--- src/rtl/csa_final_adder.sv ---
// -----------------------------------------------------------------------------
// csa_final_adder
//
// Purpose:
//   Final carry-propagate stage behind the 32-operand carry-save adder tree.
//   It takes the sum vector and the carry vector from the tree and produces
//   result = in_sum + in_carry (mod 2^WIDTH).
//   The carry vector is already aligned to its weight.
//
//   The adder is split into STAGES = WIDTH/CHUNK pipeline stages. Stage k
//   resolves operand chunk k and uses the carry that stage k-1 registered.
//   Operand chunks that are not yet consumed travel down the pipe with the
//   operation. Result chunks that are already resolved also travel down the
//   pipe, so all of them leave together.
//
//   A valid bit and an opaque tag move through every stage with the data.
//   The datapath can then match results to requests.
//
//   Latency is STAGES cycles and throughput is one operation per cycle.
//   There is no back-pressure.
//
// Parameters:
//   WIDTH  operand/result width; must be an integer multiple of CHUNK
//   CHUNK  bits resolved per pipeline stage
//   TAG_W  side-band tag width
//
// Ports:
//   clock       rising-edge clock
//   reset       synchronous active-high reset; clears every register
//   in_valid    a new operation is presented this cycle
//   in_sum      sum vector from the tree
//   in_carry    weight-aligned carry vector from the tree
//   in_tag      tag returned unchanged with the result
//   flush       clears every stage valid bit; the data registers keep loading
//   out_valid   out_result/out_tag hold a finished operation
//   out_result  (in_sum + in_carry) mod 2^WIDTH
//   out_tag     tag of the operation in out_result
//   busy        some stage holds a valid operation
//   perf_count  (only with CSA_FINAL_ADDER_PERF_EN) number of cycles with
//               out_valid=1 since reset; wraps modulo 2^32
//
// Optional feature macro: CSA_FINAL_ADDER_PERF_EN
// -----------------------------------------------------------------------------
module csa_final_adder #(
  parameter int WIDTH = 64,
  parameter int CHUNK = 16,
  parameter int TAG_W = 4
) (
  input  logic             clock,
  input  logic             reset,
  input  logic             in_valid,
  input  logic [WIDTH-1:0] in_sum,
  input  logic [WIDTH-1:0] in_carry,
  input  logic [TAG_W-1:0] in_tag,
  input  logic             flush,
  output logic             out_valid,
  output logic [WIDTH-1:0] out_result,
  output logic [TAG_W-1:0] out_tag,
  output logic             busy
`ifdef CSA_FINAL_ADDER_PERF_EN
  ,
  output logic [31:0]      perf_count
`endif
);

  localparam int STAGES = WIDTH / CHUNK;

  // Mask covering chunk 0. It is shifted up to select the chunk that a
  // stage replaces in the result word.
  localparam logic [WIDTH-1:0] CHUNK_MASK = WIDTH'({CHUNK{1'b1}});

  // ---------------------------------------------------------------------------
  // Pipeline registers. Entry k holds what stage k produced at the last edge.
  // ---------------------------------------------------------------------------
  logic [STAGES-1:0] valid_q;
  logic [TAG_W-1:0]  tag_q  [STAGES];
  logic [WIDTH-1:0]  sum_q  [STAGES];   // operand skew: sum vector
  logic [WIDTH-1:0]  car_q  [STAGES];   // operand skew: carry vector
  logic [WIDTH-1:0]  res_q  [STAGES];   // result skew: chunks 0..k resolved
  logic              cout_q [STAGES];   // carry out of chunk k

  // ---------------------------------------------------------------------------
  // Stage inputs: either the module ports (stage 0) or the previous stage.
  // ---------------------------------------------------------------------------
  logic [STAGES-1:0] stg_valid;
  logic [TAG_W-1:0]  stg_tag [STAGES];
  logic [WIDTH-1:0]  stg_sum [STAGES];
  logic [WIDTH-1:0]  stg_car [STAGES];
  logic [WIDTH-1:0]  stg_res [STAGES];
  logic              stg_cin [STAGES];

  // Next-state values computed by each stage's chunk adder
  logic [WIDTH-1:0]  res_d  [STAGES];
  logic              cout_d [STAGES];

  genvar gi;
  generate
    for (gi = 0; gi < STAGES; gi++) begin : stage_g
      logic [CHUNK:0] slice;

      if (gi == 0) begin : head_g
        assign stg_valid[gi] = in_valid;
        assign stg_tag[gi]   = in_tag;
        assign stg_sum[gi]   = in_sum;
        assign stg_car[gi]   = in_carry;
        assign stg_res[gi]   = '0;
        assign stg_cin[gi]   = 1'b0;
      end else begin : link_g
        assign stg_valid[gi] = valid_q[gi-1];
        assign stg_tag[gi]   = tag_q[gi-1];
        assign stg_sum[gi]   = sum_q[gi-1];
        assign stg_car[gi]   = car_q[gi-1];
        assign stg_res[gi]   = res_q[gi-1];
        assign stg_cin[gi]   = cout_q[gi-1];
      end

      // One CHUNK-wide add with carry-in. The extra top bit is the chunk
      // carry-out.
      assign slice = {1'b0, stg_sum[gi][gi*CHUNK +: CHUNK]}
                   + {1'b0, stg_car[gi][gi*CHUNK +: CHUNK]}
                   + {{CHUNK{1'b0}}, stg_cin[gi]};

      // The carry-out of the top stage is registered but never used.
      // That implements the modulo-2^WIDTH wrap.
      assign cout_d[gi] = slice[CHUNK];

      // Drop this stage's chunk into the result word and keep the chunks
      // that earlier stages already resolved.
      assign res_d[gi] = (stg_res[gi] & ~(CHUNK_MASK << (gi*CHUNK)))
                       | (WIDTH'(slice[CHUNK-1:0]) << (gi*CHUNK));
    end
  endgenerate

  // ---------------------------------------------------------------------------
  // Sequential state.
  // The data registers load every cycle. Only the valid bits care about
  // flush, so a flushed operation keeps moving through the pipe as harmless
  // garbage.
  // ---------------------------------------------------------------------------
  always_ff @(posedge clock) begin
    if (reset) begin
      valid_q <= '0;
      for (int k = 0; k < STAGES; k++) begin
        tag_q[k]  <= '0;
        sum_q[k]  <= '0;
        car_q[k]  <= '0;
        res_q[k]  <= '0;
        cout_q[k] <= 1'b0;
      end
    end else begin
      valid_q <= flush ? '0 : stg_valid;
      for (int k = 0; k < STAGES; k++) begin
        tag_q[k]  <= stg_tag[k];
        sum_q[k]  <= stg_sum[k];
        car_q[k]  <= stg_car[k];
        res_q[k]  <= res_d[k];
        cout_q[k] <= cout_d[k];
      end
    end
  end

  assign out_valid  = valid_q[STAGES-1];
  assign out_result = res_q[STAGES-1];
  assign out_tag    = tag_q[STAGES-1];
  assign busy       = |valid_q;

`ifdef CSA_FINAL_ADDER_PERF_EN
  // Counts the cycles in which a result was presented. Flush leaves it alone.
  logic [31:0] perf_q;

  always_ff @(posedge clock) begin
    if (reset) begin
      perf_q <= '0;
    end else if (valid_q[STAGES-1]) begin
      perf_q <= perf_q + 32'd1;
    end
  end

  assign perf_count = perf_q;
`endif

endmodule

--- config.mk ---
export PLATFORM = sky130hd
export DESIGN_NAME = csa_final_adder
export DESIGN_NICKNAME = d
export VERILOG_FILES = /design/src/rtl/csa_final_adder.sv
export SDC_FILE = /design/constraint.sdc
export NUM_CORES = 1
export LEC_CHECK = 0
export ABC_AREA = 0
export BUFFER_PORTS_ARGS = -buffer_cell sky130_fd_sc_hd__buf_4
export CORE_MARGIN = 5
export CORE_UTILIZATION = 31
export DETAILED_ROUTE_END_ITERATION = 7
export PLACE_DENSITY_LB_ADDON = 0.05
export REMOVE_ABC_BUFFERS = 1
export SLEW_MARGIN = 10
export SYNTH_ARGS = -nofsm -noshare
export SYNTH_HDL_FRONTEND = slang
export SYNTH_SLANG_ARGS = --single-unit
--- constraint.sdc ---
create_clock -name clock -period 5.25 [get_ports clock]
set_input_delay 0 -clock clock [delete_from_list [all_inputs] [get_ports clock]]
set_output_delay 0 -clock clock [all_outputs]
set_load 0.01 [all_outputs]
==> results.json, run 1 <==
{
  "status": "complete, no violations",
  "syn_inst": 1199,
  "rsz0062_at_grt": "false",
  "drtIter0Drc": 299,
  "synth.distinct_cells": 58,
  "grt_pass1_wl_um": 45990,
  "synthXorXnorAreaFrac": 0.02785,
  "worst_slack_ns": 2.530,
  "critPathLaunchType": "flip-flop",
  "crit_top_cell": "fa_1",
  "utilization": 0.4407,
  "synth_most_common_cell": "dfxtp_1",
  "r2r_slack_ns": 2.53,
  "die_h_um": 214.0,
  "place_ws_ns": 2.524,
  "cp_max_fo": 3,
  "comb_power_share": 0.089,
  "synth-async-reset-ratio": 0,
  "peakVddDrop_uv": 190.7,
  "clkTransAtPathRegs_ns": 0.05,
  "busiest_layer": "met2",
  "holdBufCountCts": 167,
  "ff_latch_area_um2": 7507,
  "ys_top_cells_by_area": "dfxtp_1 58%, nor2b_1 16%, ha_1 5.8%",
  "cts_buffer_depth": 3,
  "fp-row-count": 74,
  "skew_ns": 0.02062,
  "yosys_warnings": 0,
  "finalSetupTns_ns": 0,
  "synth-compound-area-share": 0.07675,
  "reg2regPathDepth": 8,
  "period_needed_ns": 2.720,
  "power_switching_w": 0.001421,
  "crit_family": "adder cells",
  "cts_htree_levels": 2,
  "synth-edff-count": 0,
  "max_freq_ghz": 0.3677,
  "ant_nets": 0,
  "synth_ff_type": "dfxtp_1",
  "syn_avg_cell_area_um2": 10.75,
  "startpoint": "sum_q[0][96]$_SDFF_PP0_",
  "path_buf_inv": 0,
  "synthAdderAreaFrac": 0.06909,
  "synth-simple-area-share": 0.2191,
  "drtPass1Iterations": 4,
  "hold_class": "input pin to flip-flop",
  "cp.required_ns": 5.69,
  "netlist_area_um2": 12890,
  "grt_use_met1": 0.1446,
  "placed_area_um2": 14960,
  "synth_top_family_by_area": "simple AND/OR/NAND/NOR gates",
  "grt_max_degree": 138,
  "setup_viol": 0,
  "hold_viol": 0,
  "tritoncts": "yes",
  "grt_pass1_vias": 9265,
  "globalplace.congestion": 0.7808,
  "p_int_w": 0.005188,
  "drive_gt1_frac": 0.1768,
  "routedWlPerCell_um": 12.69,
  "final_area_um2": 18070,
  "crit_slowest_cell": "fa_1",
  "diodes": 0,
  "grt.total_usage": 0.1194,
  "yosys.area.top_type": "dfxtp_1",
  "power.leakage_nw": 7.791,
  "syn_to_final_growth_pct": 40.17,
  "nets": 1774,
  "met2_usage": 0.1998,
  "ys_seq_area_frac": 0.5822,
  "worst-setup-path-type": "flip-flop to flip-flop",
  "r2r-start": "sum_q[0][96]$_SDFF_PP0_",
  "cts.sinks": 375,
  "power_switching_share": 0.2150,
  "path_depth": 8,
  "yosys-top-cells-count": "375 x dfxtp_1, 327 x nor2b_1, 80 x nor2_1",
  "numCtsBuffers": 43,
  "ys_ff_latch": 375,
  "viasPerCell": 4.174,
  "portBuffers": 205,
  "ctsResizeCount": 0,
  "slowest_delay_ns": 0.46,
  "seqPwrFrac": 0.458,
  "wl_um": 27060,
  "antenna_found_initial": 0,
  "finalCritPeriodShare": 0.5181,
  "core_um2": 41020,
  "finalMaxSlewViolations": 0,
  "num_vias": 8904,
  "use_met3": 0.03417,
  "nFillCells": 3975,
  "worst_skew_pair.late_latency_ns": 0.56,
  "maxCapViolations": 0,
  "synth.area.mux_share": 0.007277,
  "cp-end-kind": "flip-flop",
  "ctsRootBufferMaster": "clkbuf_16",
  "cp_cell_sequence": "fa_1, fa_1, a211oi_1, nor2_1, a21oi_1, nand3_1, a41oi_1, mux2_1",
  "worst-endpoint-arrival_ns": 3.16,
  "die_area_um2": 45770,
  "grt_overflow": 0,
  "synth_top_area_share": 0.5822,
  "drc_errors": 0,
  "initial_core_util": 0.3144,
  "critPathCapture": "res_q[2][46]$_SDFF_PP0_",
  "chipWidth_um": 214.0,
  "hpwl_um": 17880,
  "p_per_area_nw_per_um2": 365.6,
  "r2r-end": "res_q[2][46]$_SDFF_PP0_",
  "p_clk_frac": 0.453,
  "top_level_ports": 206,
  "slew-limit-headroom": 0.4707,
  "hold_slack_ns": 0.04373,
  "multi_input_area_um2": 5159,
  "cts_setup_buffers": 0,
  "tightest_slew_ns": 0.7939
}
==> worst register-to-register path, cell delays in order, from the launching register on <==
cell and delay, ns:
dfxtp_1 0.31, fa_1 0.46, fa_1 0.44, a211oi_1 0.31, nor2_1 0.13, a21oi_1 0.27, nand3_1 0.12, a41oi_1 0.25
mux2_1 0.34
==> kinds of logic after synthesis <==
logic type,count (synthesis)
AOI/OAI and AO/OA,148
xor gates and xnor gates,41
adders and majority gates,67
buffers and inverters,61
DFF,375
muxes,8
and+or+nand+nor,499
==> layout make-up <==
cell class                      instances  area share
Clock inverter                         14     0.01038
Inverter                               13    0.002700
Tap cell                              532     0.03683
Timing Repair Buffer                  375      0.1800
Sequential cell                       375      0.4153
Multi-Input combinational cell        763      0.2854
Clock buffer                           61     0.06936
==> layer usage <==
metal | part of all wire | wire, µm
met1 | 0.45 | 12080
met2 | 0.47 | 12610
met3 | 0.057 | 1545
met4 | 0.030 | 824
met5 | 0 | 0
==> sequential cells by signal (all words and copies together), names as in the netlist <==
name	count
car_q	96
cout_q	3
res_q	160
sum_q	96
tag_q	16
valid_q	4
==> worst min-delay path by stage <==
stage                               to      start  cells after the start  slack [ns]
2_1_floorplan  res_q[3][49]$_SDFF_PP0_      reset                      1        0.07
3_3_place_gp     valid_q[0]$_SDFF_PP0_   in_valid                      2        0.21
3_5_place_dp     valid_q[0]$_SDFF_PP0_   in_valid                      2        0.21
4_1_cts         res_q[0][4]$_SDFF_PP0_  in_sum[3]                      5       0.008
5_1_grt         res_q[0][4]$_SDFF_PP0_  in_sum[3]                      5        0.07
6_report        res_q[0][4]$_SDFF_PP0_  in_sum[3]                      5        0.04
==> stage by stage <==
step / total power [W] / std cells
5_1_grt: 0.006947 / 2133
3_3_place_gp: 0.003571 / 1891
4_1_cts: 0.006756 / 2133
3_5_place_dp: 0.003570 / 1891
6_report: 0.006609 / 2133
2_1_floorplan: 0.003350 / 1151
==> layout by cell type, fill, tap and decap left out, drive strengths merged, types with 5 or more instances in the layout <==
| cell type | instances |
|---|---|
| a211oi | 13 |
| a21o | 19 |
| a21oi | 43 |
| a31oi | 10 |
| and2 | 7 |
| buf | 208 |
| clkbuf | 61 |
| clkinv | 5 |
| dfxtp | 375 |
| dlygate4sd3 | 167 |
| fa | 7 |
| ha | 60 |
| inv | 17 |
| mux2 | 8 |
| nand2 | 26 |
| nand3 | 18 |
| nand4 | 6 |
| nor2 | 80 |
| nor2b | 327 |
| nor3 | 17 |
| o21ai | 26 |
| xnor2 | 20 |
| xor2 | 21 |
==> power by group through the flow <==
| stage | registers (W) | logic, W | clock network (W) |
|---|---|---|---|
| floorplan | 0.00309 | 0.000263 | 0 |
| global placement | 0.00309 | 0.000482 | 0 |
| detailed placement | 0.00309 | 0.000480 | 0 |
| CTS | 0.00303 | 0.000597 | 0.00313 |
| global route | 0.00304 | 0.000660 | 0.00325 |
| finish | 0.00303 | 0.000589 | 0.00299 |
(Power assumes the default switching activity.)
==> inputs of run 2 (changes only) <==
Clock period 5.25 ns to 2.3 ns, I/O delays scaled along.
==> run 2 against run 1 <==
  * Clock skew increased by 0.0035 ns
  * Critical path depth did not move
  * Sequential share of layout area is 0.15 points lower
  * Utilization up 0.20 points
  * Critical path type unchanged
  * Clock-buffer cell count increased by 5
  * Flip-flop and latch count unchanged
  * Clock power up 110%
  * Hold slack worse by 0.0027 ns
  * The run now ends with negative setup slack left
  * First-iteration DRC count decreased by 6.4%
  * Total power increased by 120%
  * Via count decreased by 0.10%
  * Setup slack got worse by 2.6 ns
==> results.json, run 2 (same netlist as run 1, synthesis figures left out) <==
{
  "status": "finished, violations left",
  "violations": "negative setup slack",
  "clkTransAtPathRegs_ns": 0.06,
  "fin_cells": 2138,
  "ant_nets": 0,
  "p_int_w": 0.01145,
  "top_level_ports": 206,
  "grt_overflow": 0,
  "tightest_slew_ns": 0.7171,
  "slowest_delay_ns": 0.41,
  "largest_registers": "res_q: 160 flops, car_q: 96 flops, sum_q: 96 flops",
  "multi_input_area_um2": 5341,
  "cts_htree_levels": 2,
  "core_um2": 41020,
  "viasPerCell": 4.160,
  "cp_max_fo": 2,
  "cts.sinks": 375,
  "finalCritPeriodShare": 1.020,
  "die_area_um2": 45770,
  "numCtsBuffers": 42,
  "hold_viol": 0,
  "grt_max_degree": 83,
  "drtPass1Iterations": 4,
  "crit_top_cell": "fa_2",
  "p_clk_frac": 0.435,
  "die_h_um": 214.0,
  "r2r_slack_ns": -0.05,
  "peakVddDrop_uv": 441.4,
  "dp.cells": 1911,
  "max_freq_ghz": 0.4261,
  "power.leakage_nw": 7.758,
  "worst_skew_pair.late_latency_ns": 0.56,
  "cp-end-kind": "flip-flop",
  "comb_power_share": 0.094,
  "hpwl_um": 18460,
  "met2_usage": 0.1977,
  "cp_cell_sequence": "fa_2, fa_2, a211oi_2, nor2_2, a21oi_2, nand3_1, a41oi_2, mux2_4",
  "critPathLaunchType": "flip-flop",
  "num_vias": 8895,
  "maxCapViolations": 0,
  "utilization": 0.4426,
  "layout_commonest_cell": "dfxtp_1",
  "skew_ns": 0.02410,
  "worst-endpoint-arrival_ns": 2.79,
  "power_switching_share": 0.2182,
  "grt_pass1_vias": 9314,
  "drtIter0Drc": 280,
  "globalplace.congestion": 0.8080,
  "setup_viol": 3,
  "wl_um": 27220,
  "p_per_area_nw_per_um2": 807.0,
  "drc_errors": 0,
  "antenna_found_initial": 3,
  "power_switching_w": 0.003197,
  "nets": 1776,
  "nFillCells": 3972,
  "largest_reg_flops": 160,
  "cts_buffer_depth": 3,
  "drive_gt1_frac": 0.2090,
  "hold_class": "input pin to flip-flop",
  "most-common-layout-cells": "370 x dfxtp_1, 327 x nor2b_1, 226 x buf_4",
  "top_register": "res_q",
  "grt_pass1_wl_um": 45530,
  "hold_path_depth": 4,
  "seqPwrFrac": 0.472,
  "rsz0062_at_grt": "true",
  "worst_slack_ns": -0.04667,
  "busiest_layer": "met2",
  "fp-row-count": 74,
  "cp.required_ns": 2.74,
  "tritoncts": "yes",
  "crit_slowest_cell": "fa_2",
  "grt_use_met1": 0.1448,
  "chipWidth_um": 214.0,
  "finalMaxSlewViolations": 0,
  "syn_to_final_growth_pct": 40.79,
  "grt.total_usage": 0.1186,
  "routedWlPerCell_um": 12.73,
  "ff_latch_area_um2": 7513,
  "worst-setup-path-type": "flip-flop to flip-flop",
  "period_needed_ns": 2.347,
  "ctsRootBufferMaster": "clkbuf_16",
  "initial_core_util": 0.3144,
  "slew-limit-headroom": 0.5207,
  "portBuffers": 205,
  "use_met3": 0.03741,
  "reg2regPathDepth": 8
}
## run 2: cell count changes in the layout (fill, tap and decap cells not counted), moves of 4 or more
cell / previous run / this run
clkbuf_1: 7 / 17
fa_2: 0 / 6
a211oi_1: 12 / 8
dfxtp_1: 375 / 370
fa_1: 7 / 1
a21oi_1: 43 / 36
a21oi_2: 0 / 5
buf_4: 206 / 226
clkbuf_8: 11 / 7
dlygate4sd3_1: 167 / 146
a211oi_2: 1 / 5
dfxtp_2: 0 / 5
## run 2: path summary, 6_finish.rpt
path                                 from                      end
hold / removal                 in_sum[12]  cout_q[0][0]$_SDFF_PP0_
setup reg to reg  cout_q[0][1]$_SDFF_PP0_  res_q[2][46]$_SDFF_PP0_
setup / recovery  cout_q[0][1]$_SDFF_PP0_  res_q[2][46]$_SDFF_PP0_
hold reg to reg   res_q[2][35]$_SDFF_PP0_  res_q[3][35]$_SDFF_PP0_
## run 2: repair_timing
item                                   in CTS  in global routing
pin swaps                                  20                 15
setup endpoints to repair                  15                 15
resized for setup                          25                 24
hold buffers                              146                  0
buffers inserted                            5                  1
cloned                                      0                  0
endpoints found under the hold margin     155                  0
## run 2: layer usage
metal  part of all wire  up-vias
met1               0.45     3997
met2               0.46      163
met3              0.055       52
li1                   -     4683
met5                  0        -
met4              0.029        0
## run 2: critical path, delay by kind of cell, from the launching register on
family	cells	cell delay (ns)
AOI/OAI and AO/OA	3	0.64
DFF	1	0.32
muxes	1	0.31
and+or+nand+nor	2	0.20
adders and majority gates	2	0.79
## run 2: cell type report
| type | instances | share of cell area |
|---|---|---|
| clock inverters | 8 | 0.006134 |
| well taps | 532 | 0.03666 |
| inverters | 13 | 0.002688 |
| flip-flops and latches | 375 | 0.4139 |
| repair buffers | 378 | 0.1793 |
| multi-input cells | 763 | 0.2942 |
| diodes | 3 | 0.0004135 |
| clock buffers | 66 | 0.06671 |
## run 2: stage by stage
step	setup WS [ns]	hold WS [ns]	setup TNS [ns]	area [µm²]	total power, W
after CTS	-0.06174	0.006206	-0.1345	18040	0.01495
after floorplan	-0.1413	0.06669	-0.2496	12710	0.007647
after global placement	-0.3999	0.2085	-1.831	15140	0.008178
after detailed placement	-0.4382	0.2146	-2.087	15140	0.008176
final	-0.04667	0.04105	-0.07987	18150	0.01465
after global routing	-0.1254	0.04198	-0.6456	18150	0.01540
## run 2: power by group through the flow
stage / Combinational (W) / Clock, W / Sequential [W]
final: 0.00137 / 0.00637 / 0.00691
after global routing: 0.00154 / 0.00692 / 0.00694
after CTS: 0.00138 / 0.00666 / 0.00691
after detailed placement: 0.00112 / 0 / 0.00705
after global placement: 0.00112 / 0 / 0.00705
after floorplan: 0.000601 / 0 / 0.00705
